==> config.mk <==
export PLATFORM = sky130hd
export DESIGN_NAME = alu_seq
export DESIGN_NICKNAME = d
export VERILOG_FILES = /design/src/rtl/alu_pkg.sv /design/src/rtl/alu_mul_iter.sv /design/src/rtl/alu_seq.sv
export SDC_FILE = /design/constraint.sdc
export NUM_CORES = 1
export LEC_CHECK = 0
export CELL_PAD_IN_SITES_DETAIL_PLACEMENT = 0
export CELL_PAD_IN_SITES_GLOBAL_PLACEMENT = 1
export CORE_ASPECT_RATIO = 0.6
export CORE_MARGIN = 2
export CORE_UTILIZATION = 35
export DETAILED_ROUTE_END_ITERATION = 10
export PLACE_DENSITY_LB_ADDON = 0.12
export SYNTH_ARGS = -nofsm -noshare
export SYNTH_HDL_FRONTEND = slang
export SYNTH_SLANG_ARGS = --single-unit
export TNS_END_PERCENT = 10
==> constraint.sdc <==
create_clock -name clk -period 1.7 [get_ports clk]
set_input_delay 0.425 -clock clk [delete_from_list [all_inputs] [get_ports clk]]
set_output_delay 0.425 -clock clk [all_outputs]
set_load 0.02 [all_outputs]
==> src/rtl/alu_pkg.sv <==
// rtl/alu_pkg.sv - op codes, FSM states and flag bit positions shared by alu_seq and its bench
package alu_pkg;

   typedef enum logic [2:0] {
      OP_ADD = 3'd0,
      OP_SUB = 3'd1,
      OP_AND = 3'd2,
      OP_OR  = 3'd3,
      OP_XOR = 3'd4,
      OP_SHL = 3'd5,
      OP_SHR = 3'd6,
      OP_MUL = 3'd7
   } op_e;

   typedef enum logic [1:0] {
      IDLE = 2'd0,
      BUSY = 2'd1,
      DONE = 2'd2
   } state_e;

   localparam int FLG_Z = 3;
   localparam int FLG_N = 2;
   localparam int FLG_C = 1;
   localparam int FLG_V = 0;

endpackage

==> src/rtl/alu_mul_iter.sv <==
// rtl/alu_mul_iter.sv - WIDTH-cycle shift-add unsigned multiplier, instantiated only when ALU_MUL_EN is defined
module alu_mul_iter #(
   parameter int WIDTH = 4
) (
   input  logic                 clk,
   input  logic                 rst,
   input  logic                 start,
   input  logic [WIDTH-1:0]     A,
   input  logic [WIDTH-1:0]     B,
   output logic                 done,
   output logic [2*WIDTH-1:0]   prod
);

   localparam int CW = $clog2(WIDTH + 1);
   localparam logic [CW-1:0] LAST = CW'(WIDTH);

   logic [2*WIDTH-1:0] r_acc;
   logic [2*WIDTH-1:0] r_mcand;
   logic [WIDTH-1:0]   r_mplier;
   logic [CW-1:0]      r_cnt;
   logic [2*WIDTH-1:0] w_first;

   // Bit 0 is folded into the load so the product is settled one edge before the WIDTH-th BUSY edge.
   assign w_first = B[0] ? {{WIDTH{1'b0}}, A} : '0;

   always_ff @(posedge clk or posedge rst) begin
      if (rst) begin
         r_acc    <= '0;
         r_mcand  <= '0;
         r_mplier <= '0;
         r_cnt    <= '0;
      end else if (start) begin
         r_acc    <= w_first;
         r_mcand  <= {{(WIDTH-1){1'b0}}, A, 1'b0};
         r_mplier <= B >> 1;
         r_cnt    <= CW'(1);
      end else if (r_cnt == LAST) begin
         r_cnt    <= '0;
      end else if (r_cnt != '0) begin
         if (r_mplier[0]) r_acc <= r_acc + r_mcand;
         r_mcand  <= r_mcand << 1;
         r_mplier <= r_mplier >> 1;
         r_cnt    <= r_cnt + 1'b1;
      end
   end

   assign done = (r_cnt == LAST);
   assign prod = r_acc;

endmodule

==> src/rtl/alu_seq.sv <==
// rtl/alu_seq.sv - registered WIDTH-bit ALU with valid/ready handshakes and {Z,N,C,V} flags
// Define ALU_MUL_EN to build the iterative multiplier for op 7; otherwise op 7 returns 0 in one cycle.
module alu_seq
   import alu_pkg::*;
#(
   parameter int WIDTH = 4
) (
   input  logic               clk,
   input  logic               rst,
   input  logic               in_valid,
   output logic               in_ready,
   input  logic [WIDTH-1:0]   A,
   input  logic [WIDTH-1:0]   B,
   input  logic [2:0]         op,
   output logic               out_valid,
   input  logic               out_ready,
   output logic [WIDTH-1:0]   R,
   output logic [3:0]         flags
);

   localparam int SHW = $clog2(WIDTH);

   state_e           r_state;
   state_e           w_next;
   logic             w_accept;
   logic             w_load;
   logic             w_is_mul;
   logic [WIDTH:0]   w_sum;
   logic [WIDTH:0]   w_dif;
   logic [WIDTH-1:0] w_alu_res;
   logic             w_alu_c;
   logic             w_alu_v;
   logic [WIDTH-1:0] w_res;
   logic             w_c;
   logic             w_v;
   logic [3:0]       w_flags;
   logic [WIDTH-1:0] r_R;
   logic [3:0]       r_flags;

`ifdef ALU_MUL_EN
   logic               w_mul_done;
   logic [2*WIDTH-1:0] w_prod;

   alu_mul_iter #(.WIDTH(WIDTH)) u_mul (
      .clk   (clk),
      .rst   (rst),
      .start (w_accept && w_is_mul),
      .A     (A),
      .B     (B),
      .done  (w_mul_done),
      .prod  (w_prod)
   );

   assign w_is_mul = (op_e'(op) == OP_MUL);
   // In BUSY the operand inputs are no longer meaningful, so the result comes only from the multiplier.
   assign w_res = (r_state == BUSY) ? w_prod[WIDTH-1:0] : w_alu_res;
   assign w_c   = (r_state == BUSY) ? |w_prod[2*WIDTH-1:WIDTH] : w_alu_c;
   assign w_v   = (r_state == BUSY) ? 1'b0 : w_alu_v;
`else
   assign w_is_mul = 1'b0;
   assign w_res    = w_alu_res;
   assign w_c      = w_alu_c;
   assign w_v      = w_alu_v;
`endif

   always_comb begin
      w_sum     = {1'b0, A} + {1'b0, B};
      w_dif     = {1'b0, A} - {1'b0, B};
      w_alu_res = '0;
      w_alu_c   = 1'b0;
      w_alu_v   = 1'b0;
      case (op_e'(op))
         OP_ADD: begin
            w_alu_res = w_sum[WIDTH-1:0];
            w_alu_c   = w_sum[WIDTH];
            w_alu_v   = (A[WIDTH-1] == B[WIDTH-1]) && (w_sum[WIDTH-1] != A[WIDTH-1]);
         end
         OP_SUB: begin
            w_alu_res = w_dif[WIDTH-1:0];
            w_alu_c   = w_dif[WIDTH];
            w_alu_v   = (A[WIDTH-1] != B[WIDTH-1]) && (w_dif[WIDTH-1] != A[WIDTH-1]);
         end
         OP_AND:  w_alu_res = A & B;
         OP_OR:   w_alu_res = A | B;
         OP_XOR:  w_alu_res = A ^ B;
         OP_SHL:  w_alu_res = A << B[SHW-1:0];
         OP_SHR:  w_alu_res = A >> B[SHW-1:0];
         default: w_alu_res = '0;
      endcase
   end

   always_comb begin
      w_flags        = '0;
      w_flags[FLG_Z] = (w_res == '0);
      w_flags[FLG_N] = w_res[WIDTH-1];
      w_flags[FLG_C] = w_c;
      w_flags[FLG_V] = w_v;
   end

   always_ff @(posedge clk or posedge rst) begin
      if (rst) r_state <= IDLE;
      else     r_state <= w_next;
   end

   always_comb begin
      w_next = r_state;
      case (r_state)
         IDLE, DONE: begin
            if (w_accept)                            w_next = w_is_mul ? BUSY : DONE;
            else if (r_state == DONE && out_ready)   w_next = IDLE;
         end
`ifdef ALU_MUL_EN
         BUSY: if (w_mul_done) w_next = DONE;
`endif
         default: w_next = IDLE;
      endcase
   end

   always_comb begin
      in_ready  = (r_state == IDLE) || ((r_state == DONE) && out_ready);
      out_valid = (r_state == DONE);
      w_accept  = in_valid && in_ready;
`ifdef ALU_MUL_EN
      w_load    = (w_accept && !w_is_mul) || ((r_state == BUSY) && w_mul_done);
`else
      w_load    = w_accept;
`endif
   end

   always_ff @(posedge clk or posedge rst) begin
      if (rst) begin
         r_R     <= '0;
         r_flags <= '0;
      end else if (w_load) begin
         r_R     <= w_res;
         r_flags <= w_flags;
      end
   end

   assign R     = r_R;
   assign flags = r_flags;

endmodule

==> metrics.md, run 1 <==
| Metric | Value |
|---|---|
| Fin Clk Skew | `0.00189 ns` |
| Number of I/O pins | `25` |
| Area grow syn2layout | `66.5%` |
| DRT Wirelength | `about 3500 um` |
| Most used cell, CP | `mux2_4` |
| DR DRC count | `0` |
| Failing checks | `negative setup slack` |
| Max Fanout on Critical Path | `3` |
| Sequential share of the synthesized area | `17.7%` |
| Outcome | `complete, but fails checks` |
| Initial antenna violation count | `0` |
| Antenna cells | `0` |
| Worst EP arrival | `2.40 ns` |
| Setup CP Type | `in -> reg` |
| Post-Syn Instances | `129` |
| Synth area leader | `dfrtp_1` |
| TritonCTS clock tree | `built` |
| IR drop worst, VDD | `0.464 mV` |
| CTS buffer count | `3` |
| Worst Path Buf+Inv | `3` |
| Max Cap Viol | `0` |
| Remaining antenna violation count after routing | `0` |
| Critical Path Sink Type | `flip-flop` |
| Slew HR | `a little under three quarters` |
| Syn nets | `159` |
| Worst slew pin tran | `roughly 0.42 ns` |
| Final net count | `between 200 and 250` |
| Max Clk Rate | `approximately 0.44 GHz` |
| Main synth FF type | `dfrtp_1` |
| Final hold viol count | `0` |
| DIE WIDTH | `77.4 um` |
| Vias in the first global route | `between 1000 and 1500` |
| First-pass GRT wire length | `5610 um` |
| Top cell family by delay on the critical path | `adder cells` |
| Row count | `15` |
| H-tree levels | `1` |
| Post-DR wirelength/cell | `15.1 um` |
| Inst Count DP | `roughly 230` |
| DR vias/cell | `5.12` |
| Root buf cell | `clkbuf_8` |
| Avg Synthesized Cell Area | `8.78 um^2` |
| Post-Syn Area | `about 0.0011 mm^2` |
| CP peak stage delay | `roughly 0.43 ns` |
| Final period util | `135%` |
| GRT Total Usage | `roughly 20%` |
| CTS Buffer Depth | `2` |
| Starting Density | `38.2%` |
| Post-route cell area | `about 0.0019 mm^2` |
| Clock slew at reported path FFs | `roughly 0.040 ns` |
| Routability congestion estimate from global placement | `0.783` |
| Area contributors post-synth | `dfrtp_1, ha_1, inv_1` |
| Top-count cell post-synth | `inv_1` |
| HP Class | `in -> async` |
| Count of input and output buffers | `24` |
| Number of fillers in the final layout | `269` |
| HPWL Detailed | `2780 um` |
| Hold_ws | `0.447 ns` |
| Startpoint types | `input pin` |
| Global route overflow | `0` |
| Final setup fails | `5` |
| Ys Warns | `0` |
| Post-route minimum period | `2.29 ns` |
| CP required | `about 1.8 ns` |
| Pre-Repair DR Iteration Count | `4` |
| CP max-delay cell | `fa_1` |
| Final Slew Violations | `0` |
| Largest net degree at the start of global routing | `10` |
| Critical-path cell list | `buf_8 -> inv_4 -> ha_4 -> inv_2 -> fa_1 -> mux2_4 -> a22oi_2 -> nor2_2 -> or4_4 -> mux2_4` |
| Area of the core | `0.00297 mm^2` |
| Die H | `between 40 and 50 um` |
| RSZ-0062 raised after global routing | `yes` |
| Leakage | `0.873 nW` |
| Placed inst area | `0.00170 mm^2` |
| DR vias | `around 1200` |
| 1st-iter DRT viols | `between 70 and 80` |
| Power per Cell Area | `538 mW/mm^2` |
| Clock sinks | `8` |
| Synth cell count leaders | `inv_1, ha_1, nand2_1` |
| Layout cell share with drive strength beyond 1 | `a little under 50%` |
| Clk_lat worst skew | `0.23 ns` |
| Post-synth EDFFs | `0` |
| Final worst slack | `-0.588 ns` |
| Unique cell type count in the Yosys netlist | `51` |
| Final Instance Count excl. Fillers | `233` |
| FFs w/ async S/R, synth | `100%` |
| Total die area | `~0.0037 mm^2` |
| Flops & latches, synth | `8` |
| Area share of the largest cell type after synthesis | `17.7%` |
-- cells by family (layout without fill, tap and decap cells) --
logic type | Yosys count | after routing | synth area share, %
and+or+nand+nor | 41 | 41 | 20.0
AOI/OAI and AO/OA | 31 | 31 | 22.1
buffers and inverters | 22 | 84 | 10.2
adders and majority gates | 15 | 15 | 17.9
muxes | 9 | 9 | 9.83
DFF | 8 | 8 | 17.7
xor gates and xnor gates | 3 | 3 | 2.32
-- placed cells by master (no fill, tap or decap), types with 2 or more instances in the layout --
cell type	n
a211oi_2	2
nor2_1	7
clkbuf_2	2
nor2_2	2
nand2b_1	2
a211oi_1	3
inv_1	8
o41ai_2	2
nor4_1	2
buf_2	3
buf_4	41
clkbuf_8	3
ha_4	3
xnor2_1	3
fa_1	2
clkdlybuf4s50_1	14
nor3_2	2
dlymetal6s2s_1	3
buf_6	2
inv_4	2
mux2_4	2
o211ai_1	4
dfrtp_1	8
mux2i_1	4
ha_1	9
a21oi_2	3
nand2_1	11
inv_2	5
-- sequential cells by signal, summed over array words and instances, names as in the netlist --
register and cells:
R 3, r_state 1, flags 4
-- stage by stage --
stage / TNS [ns] / total power [mW] / util, % / setup WS (ns)
after detailed placement: -7.08 / 0.734 / 57.3 / -1.36
after CTS: -2.51 / 0.989 / 60.9 / -0.637
final: -1.79 / 1.02 / 63.6 / -0.588
after floorplan: -1.71 / 0.502 / - / -0.660
after global routing: -2.32 / 1.07 / 63.6 / -0.675
after global placement: -7.06 / 0.728 / 57.3 / -1.29
-- final timing paths --
| kind | startpoint | end | slack [ns] | cells after the start |
|---|---|---|---|---|
| max in group asynchronous | rst | flags[1] | 1.01 | 2 |
| min in group clk | flags[3] | flags[3] | 0.48 | 2 |
| hold reg to reg | flags[3] | flags[3] | 0.48 | 2 |
| setup / recovery | A[0] | R[1] | -0.59 | 10 |
| setup reg to reg | r_state[1] | flags[3] | 0.12 | 5 |
| hold / removal | rst | R[2] | 0.45 | 2 |
-- cell type report --
| class | count | area, um^2 | share of cell area [%] |
|---|---|---|---|
| flip-flops and latches | 8 | 200 | 10.6 |
| repair buffers | 66 | 548 | 29.1 |
| inverters | 15 | 61.3 | 3.25 |
| clock buffers | 3 | 41.3 | 2.19 |
| multi-input cells | 99 | 982 | 52.1 |
| well taps | 42 | 52.6 | 2.79 |
-- where the power goes --
part,internal [mW],total (mW),switching (mW)
clock,0.154,0.231,0.0776
combinational,0.282,0.548,0.265
sequential,0.220,0.236,0.0161
-- per-layer routing --
metal / vias up / GRT usage [%] / routed length (um)
li1: 592 / - / -
met1: 573 / 28.1 / 1790
met2: 27 / 34.3 / 1570
met3: 2 / 3.58 / 121
met4: 0 / 3.21 / 24
met5: - / 0 / 0
-- what timing repair did --
item                                    in CTS  in global routing
buffers inserted                             0                  1
resized for setup                           43                 24
pin swaps                                    3                  7
hold buffers                                 0                  0
endpoints found under the setup margin       8                  7
(Power assumes the default switching activity.)
==> run 2, diff against run 1 <==
--- a/config.mk
+++ b/config.mk
@@ -10,8 +10,10 @@
 export CORE_ASPECT_RATIO = 0.6
 export CORE_MARGIN = 2
 export CORE_UTILIZATION = 35
+export CTS_CLUSTER_DIAMETER = 30
 export DETAILED_ROUTE_END_ITERATION = 10
 export PLACE_DENSITY_LB_ADDON = 0.12
+export RECOVER_POWER = 50
 export SYNTH_ARGS = -nofsm -noshare
 export SYNTH_HDL_FRONTEND = slang
 export SYNTH_SLANG_ARGS = --single-unit
==> run 2 against run 1 <==
The run still ends with negative setup slack left; critical path type unchanged; largest cell class unchanged; power about the same; clock power is essentially flat; final area is the same; hold slack improved by 0.034 ns; sequential share of layout area is the same; critical path depth stayed put; non-clock buffer count unchanged.
==> metrics.md, run 2 (same netlist as run 1, synthesis figures left out) <==
| Metric | Value |
|---|---|
| CTS Buffer Depth | `2` |
| Final period util | `135%` |
| Pre-Repair DR Iteration Count | `4` |
| CP max-delay cell | `fa_1` |
| CTS buffer count | `3` |
| Number of fillers in the final layout | `about 270` |
| HP Class | `reg -> reg` |
| Routability congestion estimate from global placement | `~0.8` |
| DR vias | `1203` |
| Remaining antenna violation count after routing | `0` |
| Post-route cell area | `0.00189 mm^2` |
| Placed inst area | `0.00170 mm^2` |
| Die H | `~48 um` |
| Most used cell, CP | `mux2_4` |
| TritonCTS clock tree | `built` |
| Final net count | `approximately 220` |
| Hold buffer count at CTS | `0` |
| Failing checks | `negative setup slack` |
| Layout cell share with drive strength beyond 1 | `49.2%` |
| Max Fanout on Critical Path | `3` |
| Inst Count DP | `229` |
| Antenna cells | `0` |
| Power per Cell Area | `between 500 and 600 mW/mm^2` |
| Largest register FFs | `4` |
| Count of input and output buffers | `24` |
| Setup CP Type | `in -> reg` |
| Total die area | `0.00372 mm^2` |
| Final Instance Count excl. Fillers | `233` |
| RSZ-0062 raised after global routing | `yes` |
| Final Slew Violations | `0` |
| CP required | `1.81 ns` |
| Worst slew pin tran | `0.421 ns` |
| Leakage | `0.874 nW` |
| First-pass GRT wire length | `between 5000 and 6000 um` |
| GRT Total Usage | `20.2%` |
| DRT Wirelength | `3510 um` |
| IR drop worst, VDD | `0.463 mV` |
| Startpoint types | `input pin` |
| Worst slack at placement | `-1.36 ns` |
| H-tree levels | `1` |
| Critical Path Sink Type | `flip-flop` |
| Critical-path cell list | `buf_8 -> inv_4 -> ha_4 -> inv_2 -> fa_1 -> mux2_4 -> a22oi_2 -> nor2_2 -> or4_4 -> mux2_4` |
| Clock slew at reported path FFs | `0.04 ns` |
| HPWL Detailed | `2780 um` |
| Slew HR | `71.9%` |
| DR vias/cell | `5.16` |
| Largest net degree at the start of global routing | `10` |
| Area of the core | `0.00297 mm^2` |
| Number of I/O pins | `25` |
| Area grow syn2layout | `66.5%` |
| Global route overflow | `0` |
| Post-route minimum period | `2.29 ns` |
| Initial antenna violation count | `0` |
| Starting Density | `between 30% and 40%` |
| 1st-iter DRT viols | `71` |
| Post-DR wirelength/cell | `15.1 um` |
| Root buf cell | `clkbuf_8` |
| Clock sinks | `8` |
| Fin Clk Skew | `0.00189 ns` |
| DR DRC count | `0` |
| Most common cell after layout, fill and taps aside | `buf_4` |
| DIE WIDTH | `77.4 um` |
| Final worst slack | `-0.590 ns` |
| Worst EP arrival | `2.40 ns` |
| Max Clk Rate | `0.437 GHz` |
| CP peak stage delay | `approximately 0.43 ns` |
| Final setup fails | `6` |
| Clk_lat worst skew | `~0.23 ns` |
| Max Cap Viol | `0` |
| Most frequent cells in the layout | `buf_4, clkdlybuf4s50_1, nand2_1` |
| Vias in the first global route | `about 1100` |
| Outcome | `complete, but fails checks` |
| Row count | `15` |
| Final hold viol count | `0` |
==> run 2: cell count changes in the layout (fill, tap and decap cells not counted), sizes merged <==
cell and change:
dlygate4sd3 +2, clkdlybuf4s50 -2
==> run 2: final timing paths <==
check | from | to | slack (ns) | depth (start not counted)
max | A[0] | R[1] | -0.59 | 10
min | flags[3] | flags[3] | 0.48 | 2
min reg2reg | flags[3] | flags[3] | 0.48 | 2
max reg2reg | r_state[1] | flags[3] | 0.12 | 5
min in group asynchronous | rst | R[2] | 0.58 | 2
max in group asynchronous | rst | flags[1] | 0.87 | 2
==> run 2: critical path, delay by kind of cell <==
family          cells  cell delay, ns
mux                 2            0.54
simple gates        2            0.48
buf+inv             3            0.19
compound gates      1            0.20
fa+ha+maj           2            0.56
==> run 2: layout make-up <==
type | count | area, um^2 | share of cell area (%)
flip-flops and latches | 8 | 200 | 10.6
multi-input cells | 99 | 982 | 52.1
inverters | 15 | 61.3 | 3.25
repair buffers | 66 | 548 | 29.1
clock buffers | 3 | 41.3 | 2.19
well taps | 42 | 52.6 | 2.79
==> run 2: through the flow <==
| step | setup TNS [ns] | utilization (%) | hold WS, ns | power [mW] |
|---|---|---|---|---|
| 2_1_floorplan | -1.71 | - | 0.241 | 0.502 |
| 3_3_place_gp | -7.06 | 57.3 | 0.467 | 0.728 |
| 3_5_place_dp | -7.08 | 57.3 | 0.468 | 0.734 |
| 4_1_cts | -2.51 | 60.9 | 0.460 | 0.989 |
| 5_1_grt | -2.37 | 63.6 | 0.493 | 1.07 |
| 6_report | -1.84 | 63.6 | 0.480 | 1.01 |
==> run 2: report_power, final <==
part           switching (mW)  total [mW]  internal, mW  leakage, nW
sequential             0.0161       0.236         0.220       0.0996
clock                  0.0776       0.231         0.154       0.0216
combinational           0.265       0.547         0.281        0.753
total                   0.359        1.01         0.655        0.874
==> run 2: timing repair <==
item | CTS | global route
resized for setup | 43 | 24
pin swaps | 3 | 7
endpoints found under the setup margin | 8 | 7
buffers inserted | 0 | 1
==> run 2: layer usage <==
layer	share of wire (%)	vias to the layer above	GRT usage, %
met2	45	31	34.3
met4	0.77	0	3.21
met1	51	576	28.1
met5	0	-	0
met3	3.9	4	3.58
li1	-	592	-
==> run 3, diff against run 2 <==
--- a/config.mk
+++ b/config.mk
@@ -5,13 +5,14 @@
 export SDC_FILE = /design/constraint.sdc
 export NUM_CORES = 1
 export LEC_CHECK = 0
-export CELL_PAD_IN_SITES_DETAIL_PLACEMENT = 0
+export CELL_PAD_IN_SITES_DETAIL_PLACEMENT = 1
 export CELL_PAD_IN_SITES_GLOBAL_PLACEMENT = 1
 export CORE_ASPECT_RATIO = 0.6
 export CORE_MARGIN = 2
 export CORE_UTILIZATION = 35
 export CTS_CLUSTER_DIAMETER = 30
 export DETAILED_ROUTE_END_ITERATION = 10
+export GPL_TIMING_DRIVEN = 0
 export PLACE_DENSITY_LB_ADDON = 0.12
 export RECOVER_POWER = 50
 export SYNTH_ARGS = -nofsm -noshare
==> run 3 against run 2 <==
The run still ends with negative setup slack left; combinational power shrank 9.5%; via count shrank 9.6%; die area is the same; largest power group unchanged.
==> metrics.md, run 3 (same netlist as run 1, synthesis figures left out) <==
| Metric | Value |
|---|---|
| DRT Wirelength | `3600 um` |
| Total die area | `0.00372 mm^2` |
| Most used cell, CP | `mux2_4` |
| H-tree levels | `1` |
| Routability congestion estimate from global placement | `0.783` |
| CP required | `1.81 ns` |
| Fin Clk Skew | `0.00193 ns` |
| Worst Path Buf+Inv | `3` |
| Clock slew at reported path FFs | `0.04 ns` |
| Area of the core | `0.00297 mm^2` |
| Remaining antenna violation count after routing | `0` |
| WHS Endpoint | `flags[3]` |
| GRT Total Usage | `20.5%` |
| Max Fanout on Critical Path | `5` |
| Final hold viol count | `0` |
| Clock sinks | `8` |
| Worst slew pin tran | `0.495 ns` |
| Reg2reg start | `r_state[1]` |
| Routed length on met2 | `1620 um` |
| Clk_lat worst skew | `0.23 ns` |
| CTS Buffer Depth | `2` |
| WL met1 | `between 1500 and 2000 um` |
| Antenna cells | `0` |
| Final Slew Violations | `0` |
| Die H | `~48 um` |
| Global route overflow | `0` |
| Slew HR | `between 60% and 70%` |
| Clk pwr share | `24.1%` |
| Wire length on met3 | `105 um` |
| HP Class | `reg -> reg` |
| Startpoint types | `input pin` |
| Worst EP arrival | `2.40 ns` |
| CP max-delay cell | `or4_4` |
| Area grow syn2layout | `44.5%` |
| CTS buffer count | `3` |
| Pre-Repair DR Iteration Count | `4` |
| Hold_sp | `flags[3]` |
| R2R depth | `5` |
| DIE WIDTH | `77.4 um` |
| Sw Share | `36.2%` |
| Hold Path Depth | `2` |
| First-pass GRT wire length | `5730 um` |
| Comb pwr share | `between 50 and 60%` |
| RSZ-0062 raised after global routing | `yes` |
| Layout cell share with drive strength beyond 1 | `between 30% and 40%` |
| 1st-iter DRT viols | `69` |
| HPWL Detailed | `2750 um` |
| TritonCTS clock tree | `built` |
| Power per Cell Area | `588 mW/mm^2` |
| Share of power burned in registers | `24.5%` |
| Row count | `15` |
| Top cell family by delay on the critical path | `adder cells` |
| Placed inst area | `0.00145 mm^2` |
| Setup CP Type | `in -> reg` |
| Final net count | `192` |
| Largest register FFs | `4` |
| Initial antenna violation count | `0` |
| Worst slack at placement | `-1.53 ns` |
| Critical Path Sink Type | `flip-flop` |
| Critical R2R Capture | `flags[3]` |
| Leakage | `0.704 nW` |
| Count of input and output buffers | `24` |
| Max Clk Rate | `0.437 GHz` |
| CP peak stage delay | `0.44 ns` |
| DR DRC count | `0` |
| Final period util | `135%` |
| Hold_ws | `0.479 ns` |
| Outcome | `complete, but fails checks` |
| Root buf cell | `clkbuf_8` |
| Post-DR wirelength/cell | `17.8 um` |
| Final setup fails | `6` |
| Final core utilization | `55.2%` |
| Most frequent cells in the layout | `buf_4, nand2_1, nor2_1, clkdlybuf4s50_1` |
| Pint | `0.614 mW` |
| Final worst slack | `-0.587 ns` |
| Post-route minimum period | `2.29 ns` |
| Failing checks | `negative setup slack` |
| DR vias/cell | `5.39` |
| Starting Density | `38.2%` |
| Critical-path cell list | `buf_12 -> clkinv_8 -> ha_4 -> inv_2 -> fa_1 -> mux2_4 -> a22oi_2 -> nor2_1 -> or4_4 -> mux2_4` |
| P_sw | `0.349 mW` |
| Top sig layer | `met4` |
| Largest net degree at the start of global routing | `11` |
| Max Cap Viol | `0` |
| Reg2reg setup slack | `about 0.05 ns` |
| DR vias | `1088` |
| Number of fillers in the final layout | `~350` |
| Vias in the first global route | `1142` |
| Number of I/O pins | `25` |
| IR drop worst, VDD | `0.331 mV` |
| Post-route cell area | `0.00164 mm^2` |
run 3: worst register-to-register path, stage by stage (launching register included):
cell,delay (ns)
dfrtp_1,0.38
nand2b_1,0.13
nand2_2,0.19
a2111oi_2,0.32
o211ai_1,0.19
o41ai_2,0.33
run 3: what timing repair did:
action	in CTS	in global routing
gates resized for setup	68	9
setup buffers	5	0
setup endpoints to repair	9	7
pin swaps	9	3
cloned	0	0
hold buffers	0	0
run 3: worst max-delay path by stage:
stage / from / end / slack [ns] / depth (start not counted)
floorplan: A[0] / R[1] / -0.66 / 9
global placement: A[3] / flags[2] / -1.43 / 9
detailed placement: A[3] / flags[2] / -1.53 / 9
CTS: A[0] / R[1] / -0.56 / 10
global route: A[0] / R[1] / -0.64 / 10
finish: A[0] / R[1] / -0.59 / 10
run 3: power groups by stage:
stage	clock network [mW]	logic [mW]	registers, mW
floorplan	0	0.228	0.274
global placement	0	0.432	0.237
detailed placement	0	0.443	0.239
CTS	0.232	0.481	0.237
global route	0.242	0.535	0.240
finish	0.232	0.495	0.236
run 3: stage by stage:
| step | total power, mW | setup TNS, ns | instances |
|---|---|---|---|
| 2_1_floorplan | 0.502 | -1.71 | 129 |
| 3_3_place_gp | 0.668 | -7.93 | 195 |
| 3_5_place_dp | 0.682 | -8.47 | 195 |
| 4_1_cts | 0.950 | -1.99 | 202 |
| 5_1_grt | 1.02 | -2.44 | 202 |
| 6_report | 0.963 | -1.90 | 202 |
run 3: final cells by class:
| class | count | area [um^2] | area share [%] |
|---|---|---|---|
| Inverter | 15 | 76.3 | 4.66 |
| Multi-Input combinational cell | 99 | 941 | 57.5 |
| Tap cell | 42 | 52.6 | 3.21 |
| Buffer | 6 | 66.3 | 4.05 |
| Sequential cell | 8 | 200 | 12.2 |
| Clock buffer | 3 | 41.3 | 2.52 |
| Timing Repair Buffer | 29 | 259 | 15.8 |
run 3: routing by layer:
metal	vias to the layer above	GRT usage, %
li1	531	-
met1	533	29.0
met2	18	33.0
met3	6	3.21
met4	0	6.43
met5	-	0
